===== config.mk =====
export PLATFORM = sky130hd
export DESIGN_NAME = ts_rx_analyzer
export DESIGN_NICKNAME = d
export VERILOG_FILES = /design/src/rtl/ts_rx_analyzer.sv
export SDC_FILE = /design/constraint.sdc
export NUM_CORES = 1
export LEC_CHECK = 0
export ABC_AREA = 1
export CELL_PAD_IN_SITES_DETAIL_PLACEMENT = 0
export CELL_PAD_IN_SITES_GLOBAL_PLACEMENT = 1
export CORE_MARGIN = 5
export CORE_UTILIZATION = 40
export CTS_BUF_LIST = sky130_fd_sc_hd__clkbuf_4
export CTS_CLUSTER_SIZE = 12
export DETAILED_ROUTE_END_ITERATION = 12
export PLACE_DENSITY = 0.84
export SYNTH_ARGS = -nofsm -noshare
export SYNTH_HDL_FRONTEND = slang
export SYNTH_SLANG_ARGS = --single-unit

===== constraint.sdc =====
create_clock -name clk -period 4.9 [get_ports clk]
set_input_delay 1.47 -clock clk [delete_from_list [all_inputs] [get_ports clk]]
set_output_delay 1.47 -clock clk [all_outputs]
set_load 0.1 [all_outputs]

===== src/rtl/ts_rx_analyzer.sv =====
`default_nettype none
// ============================================================================
// Module   : ts_rx_analyzer
// Brief    : Per-lane TS1/TS2 receive analyzer. Classifies training sets,
//            counts identical consecutive sets and reports hits and fields.
// Revision : 1.0 - initial release
// ============================================================================
module ts_rx_analyzer #(
    parameter int CNT_TARGET = 8,
    parameter int CNT_W      = 4,
    parameter int TIMEOUT    = 256
) (
    input  logic         clk,
    input  logic         rst,
    input  logic [127:0] ts_i,
    input  logic         ts_i_vld,
    input  logic         tsa_clr,
    output logic         ts1_hit,
    output logic         ts2_hit,
    output logic         rx_ts_vld,
    output logic [7:0]   rx_link_num,
    output logic [7:0]   rx_lane_num,
    output logic [7:0]   rx_n_fts,
    output logic [7:0]   rx_rate,
    output logic [7:0]   rx_ctrl,
    output logic         link_pad,
    output logic         lane_pad,
    output logic         rx_active,
    output logic [7:0]   bad_ts_cnt
);

    localparam logic [1:0]       c_type_none  = 2'd0;
    localparam logic [1:0]       c_type_ts1   = 2'd1;
    localparam logic [1:0]       c_type_ts2   = 2'd2;
    localparam logic [7:0]       c_com        = 8'hBC;
    localparam logic [7:0]       c_ts1_id     = 8'h4A;
    localparam logic [7:0]       c_ts2_id     = 8'h45;
    localparam logic [7:0]       c_pad        = 8'hF7;
    localparam logic [CNT_W-1:0] c_cnt_target = CNT_W'(CNT_TARGET);
    localparam logic [CNT_W-1:0] c_cnt_one    = CNT_W'(1);
    localparam logic [15:0]      c_timeout    = 16'(TIMEOUT);

    logic [127:0]     r_s1_ts;
    logic             r_s1_vld;
    logic [1:0]       r_type;
    logic [CNT_W-1:0] r_cnt;
    logic [39:0]      r_fields;
    logic             r_ts1_hit;
    logic             r_ts2_hit;
    logic             r_rx_ts_vld;
    logic             r_rx_active;
    logic [7:0]       r_bad_cnt;
    logic [15:0]      r_to_cnt;

    logic [15:6]      w_is_4a;
    logic [15:6]      w_is_45;
    logic             w_com;
    logic             w_is_ts1;
    logic             w_is_ts2;
    logic             w_good;
    logic [1:0]       w_type;
    logic [39:0]      w_syms;
    logic             w_match;
    logic [CNT_W-1:0] w_cnt_inc;
    logic [CNT_W-1:0] w_cnt_next;
    logic             w_to_expire;

    genvar k;
    generate
        for (k = 6; k < 16; k++) begin : g_sym_id
            assign w_is_4a[k] = (r_s1_ts[8*k +: 8] == c_ts1_id);
            assign w_is_45[k] = (r_s1_ts[8*k +: 8] == c_ts2_id);
        end
    endgenerate

    assign w_com    = (r_s1_ts[7:0] == c_com);
    assign w_is_ts1 = w_com && (&w_is_4a);
    assign w_is_ts2 = w_com && (&w_is_45);
    assign w_good   = w_is_ts1 || w_is_ts2;
    assign w_type   = w_is_ts1 ? c_type_ts1 : (w_is_ts2 ? c_type_ts2 : c_type_none);
    assign w_syms   = r_s1_ts[47:8];

    // Previous symbols are exactly the retained fields; a cleared type blocks the match.
    assign w_match    = (r_type != c_type_none) && (w_type == r_type) && (w_syms == r_fields);
    assign w_cnt_inc  = (r_cnt >= c_cnt_target) ? c_cnt_target : r_cnt + c_cnt_one;
    assign w_cnt_next = w_match ? w_cnt_inc : c_cnt_one;

    // Fires on the cycle the idle counter reaches TIMEOUT and stays asserted while saturated.
    assign w_to_expire = !ts_i_vld && (r_to_cnt >= c_timeout - 16'd1);

    always_ff @(posedge clk) begin
        if (rst) begin
            r_s1_ts     <= '0;
            r_s1_vld    <= 1'b0;
            r_type      <= c_type_none;
            r_cnt       <= '0;
            r_fields    <= '0;
            r_ts1_hit   <= 1'b0;
            r_ts2_hit   <= 1'b0;
            r_rx_ts_vld <= 1'b0;
            r_rx_active <= 1'b0;
            r_bad_cnt   <= '0;
            r_to_cnt    <= '0;
        end else begin
            r_rx_ts_vld <= 1'b0;

            if (ts_i_vld) begin
                r_to_cnt <= '0;
            end else if (w_to_expire) begin
                r_to_cnt <= c_timeout;
            end else begin
                r_to_cnt <= r_to_cnt + 16'd1;
            end

            if (tsa_clr) begin
                r_s1_vld  <= 1'b0;
                r_type    <= c_type_none;
                r_cnt     <= '0;
                r_ts1_hit <= 1'b0;
                r_ts2_hit <= 1'b0;
                r_bad_cnt <= '0;
            end else begin
                r_s1_vld <= ts_i_vld;
                if (ts_i_vld) begin
                    r_s1_ts <= ts_i;
                end
                if (r_s1_vld) begin
                    if (w_good) begin
                        r_cnt       <= w_cnt_next;
                        r_type      <= w_type;
                        r_fields    <= w_syms;
                        r_rx_ts_vld <= 1'b1;
                        r_rx_active <= 1'b1;
                        r_ts1_hit   <= (w_cnt_next == c_cnt_target) && w_is_ts1;
                        r_ts2_hit   <= (w_cnt_next == c_cnt_target) && w_is_ts2;
                    end else begin
                        r_cnt     <= '0;
                        r_type    <= c_type_none;
                        r_ts1_hit <= 1'b0;
                        r_ts2_hit <= 1'b0;
                        if (r_bad_cnt != 8'hFF) begin
                            r_bad_cnt <= r_bad_cnt + 8'd1;
                        end
                    end
                end
            end

            if (w_to_expire) begin
                r_rx_active <= 1'b0;
                r_cnt       <= '0;
                r_ts1_hit   <= 1'b0;
                r_ts2_hit   <= 1'b0;
            end
        end
    end

    assign ts1_hit     = r_ts1_hit;
    assign ts2_hit     = r_ts2_hit;
    assign rx_ts_vld   = r_rx_ts_vld;
    assign rx_link_num = r_fields[7:0];
    assign rx_lane_num = r_fields[15:8];
    assign rx_n_fts    = r_fields[23:16];
    assign rx_rate     = r_fields[31:24];
    assign rx_ctrl     = r_fields[39:32];
    assign link_pad    = (r_fields[7:0] == c_pad);
    assign lane_pad    = (r_fields[15:8] == c_pad);
    assign rx_active   = r_rx_active;
    assign bad_ts_cnt  = r_bad_cnt;

endmodule
`default_nettype wire


==> run summary, run 1 <==
Setup violations remaining at the end of the flow were counted as 0. Routability-driven placement finished with a final weighted congestion of 0.777. Type of the setup path with the least slack: register to output pin. After synthesis, the cell types taking the most area are dfxtp_1, nor2_1, o21ai_0. Number of buffers on the longest clock path: 3. Global routing used 5.15% of the available met3 tracks.

The share of layout cells above drive strength 1 came out at 7.99%. STA classifies the critical path endpoint as an output pin. The relative slew slack is 29.7%. The number of detailed-route iterations in the first pass is 5, and the data arrival time at the worst-slack endpoint is 2.54 ns.

For this run, global-route usage on met1 was measured as 23.6%. The length in cells of the worst reg-to-reg path was 10; the I/O pin count was 186. In this run, post-CTS repair resized a total of 0 instances.

The post-layout minimum cycle time came out at 4.01 ns. The worst hold path depth was 1. The initial antenna violation count is 2. The tools report the kind of start point of the critical path as a register. The number of buffers inserted for hold repair after clock tree synthesis is 0, and the residual overflow from global routing is 0. The post-CTS repair timing setup buffer count is 0, and the post-detailed-route count of antenna-violating nets is 0. Setup repair after global routing left no endpoint under its margin.

In the routed design, unresolved DRC markers number 0. met2 is the most crowded layer. The number of distinct library cell variants in the gate-level netlist after synthesis is 30.

Worst hold endpoint: r_to_cnt[0]. At the pin with the least slew margin, the transition time is 1.05 ns. Summed over all failing endpoints, the final setup total negative slack is 0 ns. The delay of the slowest critical-path stage works out to 1.17 ns.

The net count of the finished layout is 1,486. The die height works out to 155 um. The analysis attributes to cell leakage a power of 0.00455 uW. Global-route total usage across every layer: 18.5%. The max-slew violation count was 0; the layout-stage area growth over the synthesis result was 32.8%.

The biggest area contributor in the post-synthesis netlist is dfxtp_1. Net switching is 24.7% of the power. The logs give 3570 uW for the overall power and 7,570 for the number of global-route vias before repair. In this run the worst hold path is classified as register to register. The run gives 250 MHz as the top achievable clock speed. For this design, the slowest cell found on the critical path is clkdlybuf4s50_1. The routed layout has 7,934 vias.

The logs give 0 for the number of hold-slack violations in the final timing report and 36.9 mm for the first-pass GRT wire length. The power share of the sequential group came out at 49.5%. After clock tree synthesis, the clock-pin slew on the worst setup and hold paths is 0.06 ns. TritonCTS built the clock tree. The cell area that synthesis handed to floorplanning was 8380 sq um. The die width is 155 um, and the placed wire-length estimate is 15.1 mm. The tools report the clock group share of total power as 41.2%.

Of all nets on the critical path, the largest fanout is 4. The total clock buffers created by CTS came out at 55. The top cell type by area accounts for 48.5% of the synthesized area. The portion of total power attributed to combinational logic is 9.3%.

The worst path uses 81.7% of the clock period. The synthesized flop and latch total is 203, and the reported net switching power is 881 uW. The tools report the endpoint of the worst register-to-register path as r_fields[5]. The startpoint identified for the worst hold timing path is r_to_cnt[0].

Entering global routing, the biggest net connects 118 pins. The run gives 20,800 sq um as the core outline area. The run finished with clean final reports.

Input and output buffers added on the ports amount to 185. The detailed-route wire length per cell was 13.7 um; the design internal power was 2690 uW. The final clock skew came out at 0.0283 ns. Traced cell by cell, the critical path runs through inv_1 > nor4_2 > clkdlybuf4s50_1. The number of rows created at floorplan was 53; the number of max-cap violations was 0.

The die covers 23,900 sq um. The portion of the post-synthesis area used by sequential elements is 48.5%. After detailed routing, the total wire length is 22.8 mm. The critical path required time is 3.43 ns, and the yosys synthesis warning count is 0.

The clock tree root buffer cell is clkbuf_4. Number of clock sinks: 203. In this run the register-to-register setup slack is 2.38 ns. For this block, the initial DRC count from the detailed router was 417.

For this design the ratio of total power to cell area is 321 nW/um^2. The initial utilization of the core area, before any placement, comes to 40.2%. The per-cell via count in the routed design was 4.76. In this run the critical register-to-register path is launched from r_s1_ts[84]. VDD sags by at most 0.157 mV.

The post-synthesis instance total is 1,154. The H-tree was split into 2 levels. The routing usage on met2 is 30.2%. The average instance in the mapped netlist occupies 7.26 sq um. For the worst-skew pair, the clock arrives at the later sink with an insertion delay of 0.64 ns.
metrics by stage:
stage / area, sq um / cells / utilization [%] / worst slack [ns] / hold WS [ns]
after floorplan: 8410 / 1160 / - / 0.517 / 0.418
after global placement: 10400 / 1568 / 50.1 / 1.50 / 0.432
after detailed placement: 10400 / 1568 / 50.1 / 1.41 / 0.437
after CTS: 11100 / 1664 / 53.4 / 0.830 / 0.450
after global routing: 11100 / 1666 / 53.4 / 0.714 / 0.470
final: 11100 / 1666 / 53.4 / 0.895 / 0.448
cell usage in the layout, fill, tap and decap left out, drive strengths merged, types with 8 or more instances in the layout:
cell,count
a21oi,106
buf,8
clkbuf,88
clkdlybuf4s50,184
clkinv,10
dfxtp,203
inv,93
nand2,128
nand3,24
nand4,17
nor2,291
nor3,44
o21ai,134
xnor2,11
xor2,23
synthesized netlist by cell type, drive strengths merged:
master,n
buf,9
clkbuf,50
nor2b,3
nor2,291
nand4,17
nor3b,2
a31oi,1
xor2,23
clkinv,2
dfxtp,203
conb,1
nand3,24
ha,4
o21ai,134
nand2,128
and2,1
nor4,4
nand3b,2
xnor2,11
inv,93
a21oi,106
nor3,44
a311oi,1
state kept, by name (all words and copies together) (netlist names):
name        flops
bad_ts_cnt      8
rx_ts_vld       1
r_to_cnt       16
r_s1_ts       128
r_type          2
r_cnt           4
r_fields       40
rx_active       1
ts2_hit         1
ts1_hit         1
r_s1_vld        1
how the worst max path moves through the flow:
stage,start,to,slack [ns],cells after the start
after floorplan,r_fields[8],lane_pad,0.52,2
after global placement,tsa_clr,r_s1_ts[123],1.50,6
after detailed placement,tsa_clr,r_s1_ts[123],1.41,6
after CTS,r_fields[15],lane_pad,0.83,3
after global routing,r_fields[15],lane_pad,0.71,3
final,r_fields[8],lane_pad,0.89,3
per-layer routing:
metal / part of all wire [%] / wire length [um] / up-vias
met5: 0.057 / 13 / -
met1: 44 / 10100 / 3532
li1: - / - / 4130
met2: 46 / 10600 / 238
met3: 7.6 / 1730 / 32
met4: 1.8 / 417 / 2
worst max-delay path: cells and delay by family, from the launching register on:
| family | cells | cell delay, ns |
|---|---|---|
| and+or+nand+nor | 1 | 0.27 |
| buffers and inverters | 2 | 1.25 |
| DFF | 1 | 0.38 |
layout make-up:
cell class                 count  area (sq um)
fill                        2098          9690
sequential                   203          4060
multi-input combinational    803          3750
timing repair buffer         192          1910
clock buffer                  88           661
inverter                      95           360
tap                          275           344
clock inverter                 8          30.0
antenna                        2          5.00
logic make-up (layout without fill, tap and decap cells):
group,after synthesis,after routing,share of synthesized area (%)
compound gates,242,242,14.6
xor+xnor,34,34,3.55
fa+ha+maj,4,4,0.597
buf+inv,154,383,7.15
flops,203,203,48.5
other cells,1,9,0.0448
simple gates,516,516,25.5
power groups by stage:
stage | clock [uW] | sequential, uW | combinational (uW)
final | 1470 | 1770 | 331
after global routing | 1610 | 1780 | 374
after CTS | 1530 | 1770 | 335
after detailed placement | 0 | 1800 | 333
after global placement | 0 | 1800 | 331
after floorplan | 0 | 1800 | 174
Note: power is estimated with default switching activity, not from simulation.
==> run 2, diff against run 1 <==
- CORE_UTILIZATION: 40 -> 37
- PLACE_DENSITY: 0.84 -> 0.79
- clock period: 4.9 -> 3.7 ns (I/O delays scaled with it)
==> run 2 against run 1 <==
  * Global-route usage fell by 0.95 points
  * Highest routed layer is now met4
  * Utilization decreased by 4.3 points
  * Cell area fell by 0.67%
  * Power rose by 32%
==> run summary, run 2 (synthesis results as in run 1) <==
The flow ran to the end, and the final reports show no timing, DRC or antenna violations. The worst hold slack after final layout was 0.446 ns (-0.00188 ns); the leakage component of the power was 0.00468 uW (+2.8%). The die height was 160 um (+3.7%). The tree is rooted in a clkbuf_4. The initial core utilization is 37.2% (-3.0 points), and the pin count of the biggest net entering global routing is 86 (-27%). Global-route total usage across every layer: 17.6% (-0.95 points). For the max-slew violation count, the log shows 0 (unchanged). The per-cell via count in the routed design was 4.66 (-2.2%).

The top fanout value on the critical path was 5 (+1); the number of buffers inserted for hold repair after clock tree synthesis was 0 (unchanged). The tools report the first-pass GRT wire length as 38.0 mm (+3.0%). Capturing instance or port of the critical path: lane_pad. The number of flip-flops in the largest register works out to 128 (unchanged).

The critical path in this run is classified as register to output pin. The length in cells of the worst reg-to-reg path was 10 (unchanged). The number of I/O port buffers is 185 (unchanged). For the number of buffers on the longest clock path, the log shows 3 (unchanged). The startpoint identified for the worst register-to-register timing path is r_s1_ts[84].

The run gives 0.64 ns (about the same) as the clock latency at the later pin of the worst-skew pair. The library cells used most frequently in the layout, excluding fill and tap cells, are nor2_1, dfxtp_1, clkdlybuf4s50_1. The initial DRC count was 442 (+6.0%); the residual overflow from global routing was 0 (unchanged). The run gives 48.0% (+18 points) as the relative slew slack.

The number of remaining DRC errors came out at 0 (unchanged). The largest registers in the layout are r_s1_ts: 128 flops, r_fields: 40 flops, r_to_cnt: 16 flops. After layout, the minimum clock period comes to 2.84 ns. Element type at the critical path end: an output pin. The number of hold-slack violations in the final timing report was 0 (unchanged); the setup slack of the most critical reg-to-reg path was 1.41 ns (-0.97 ns).

The number of rows created at floorplan was 55 (+3.8%); the final cycle utilization of the critical path was 76.8%. The peak ir drop on the vdd network is 0.190 mV (+21%), and the register clock-pin slew on the reported worst setup and hold paths is 0.06 ns (about the same). The number of resized instances in the post-cts repair step is 0 (unchanged). The tools report the number of levels the H-tree was split into as 2 (unchanged). The worst register-to-register path ends at r_fields[23].

The run gives 1,488 (+0.13%) as the number of nets in the layout. From synthesis to final layout, the design area changed by 31.9%. The number of max-cap violations is 0 (unchanged). TritonCTS built the clock tree.

The die width came out at 160 um (+3.7%). The number of clock sinks was 203 (unchanged); the post-CTS repair timing setup buffer count was 0 (unchanged). The run gives 4 (-1) as the number of detailed-route iterations in the first pass. The share of layout cells above drive strength 1 came out at 11.8% (+3.8 points). The final setup TNS came out at 0 ns (unchanged).

The post-detailed-routing wire length is 23.3 mm (+2.1%). The most common library cell in the layout ignoring fill and taps was nor2_1. The number of global-route vias before repair came out at 7,742 (+2.3%). The placed wire-length estimate was 15.5 mm (+2.7%); the instance count after placement with tap cells included was 1,581 (+0.83%). The final clock skew was 0.0250 ns (-0.00325 ns). The tools report the data arrival time at the worst-slack endpoint as 1.73 ns (-0.81 ns). The most critical setup path has its startpoint at r_fields[12]. The detailed-route wire length per cell works out to 13.9 um (+1.3%). The run gives 2.59 ns (-0.84 ns) as the critical path required time. The total clock buffers created by CTS came out at 54 (-1.8%). Setup repair after global routing left no endpoint under its margin. The I/O pin count came out at 186 (unchanged).

The power per unit of standard cell area was 425 nW/um^2 (+32%); the transition time at the pin with the least slew margin was 0.779 ns (-0.271 ns). The run gives 1,679 (+0.78%) as the non-filler instance count after layout. The routability congestion estimate came out at 0.817 (+5.1%). The path class of the tightest hold or removal check is register to register. The overall via count from detail_route is 7,819 (-1.4%). Total die area: 25,800 sq um (+7.6%).

The final-layout fill cell count was 2,295 (+9.4%). The utilization of the core after routing is 49.1% (-4.3 points). The worst setup path is launched from a register. The worst hold path begins at r_to_cnt[0]. The core outline area was 22,500 sq um (+8.1%). r_s1_ts holds more flip-flops than any other register. The total setup violations reported at the end of the flow was 0 (unchanged); the initial antenna violation count was 1 (-1).

Top achievable clock speed: 352 MHz. The post-detailed-route count of antenna-violating nets came out at 0 (unchanged).
## run 2: cell count changes in the layout (fill, tap and decap cells not counted), moves of 3 or more
cell | previous run | this run
buf_12 | 1 | 4
buf_4 | 6 | 60
clkbuf_4 | 88 | 82
clkdlybuf4s50_1 | 184 | 130
clkinv_1 | 9 | 13
## run 2: routing by layer
layer,share of wire [%],GRT usage [%],vias up
met2,44,27.6,212
met4,2.5,6.53,0
met5,0,0,-
li1,-,-,4140
met3,5.0,4.05,41
met1,48,23.6,3426
## run 2: area by class of cell
type,count,area [sq um],share of cell area [%]
Timing Repair Buffer,195,1840,16.6
Inverter,95,360,3.26
Antenna cell,2,5.00,0.0453
Clock buffer,82,616,5.57
Tap cell,285,357,3.23
Clock inverter,14,53.8,0.487
Multi-Input combinational cell,803,3760,34.0
Sequential cell,203,4060,36.8
## run 2: critical path: stages, from the launching register on
cell     delay (ns)
dfxtp_1        0.42
nand4_1        0.18
nor4_4         0.17
buf_4          0.33
## run 2: where the power goes
part / switching [uW] / internal, uW
registers: 56.7 / 2290
logic: 225 / 220
clock network: 909 / 1000
total: 1190 / 3510
## run 2: worst min path at each step
stage	end	slack [ns]	depth (start not counted)
global placement	r_to_cnt[0]	0.43	1
global route	r_s1_ts[103]	0.47	2
floorplan	r_to_cnt[0]	0.42	1
finish	r_to_cnt[0]	0.45	1
CTS	r_to_cnt[0]	0.45	1
detailed placement	r_to_cnt[0]	0.44	1
## run 2: stage by stage
stage | total power, uW | setup WS (ns) | area, sq um
global route | 4970 | 0.733 | 11100
detailed placement | 2840 | 0.836 | 10400
global placement | 2830 | 0.878 | 10400
CTS | 4790 | 0.779 | 11000
floorplan | 2610 | 0.129 | 8420
finish | 4700 | 0.859 | 11100
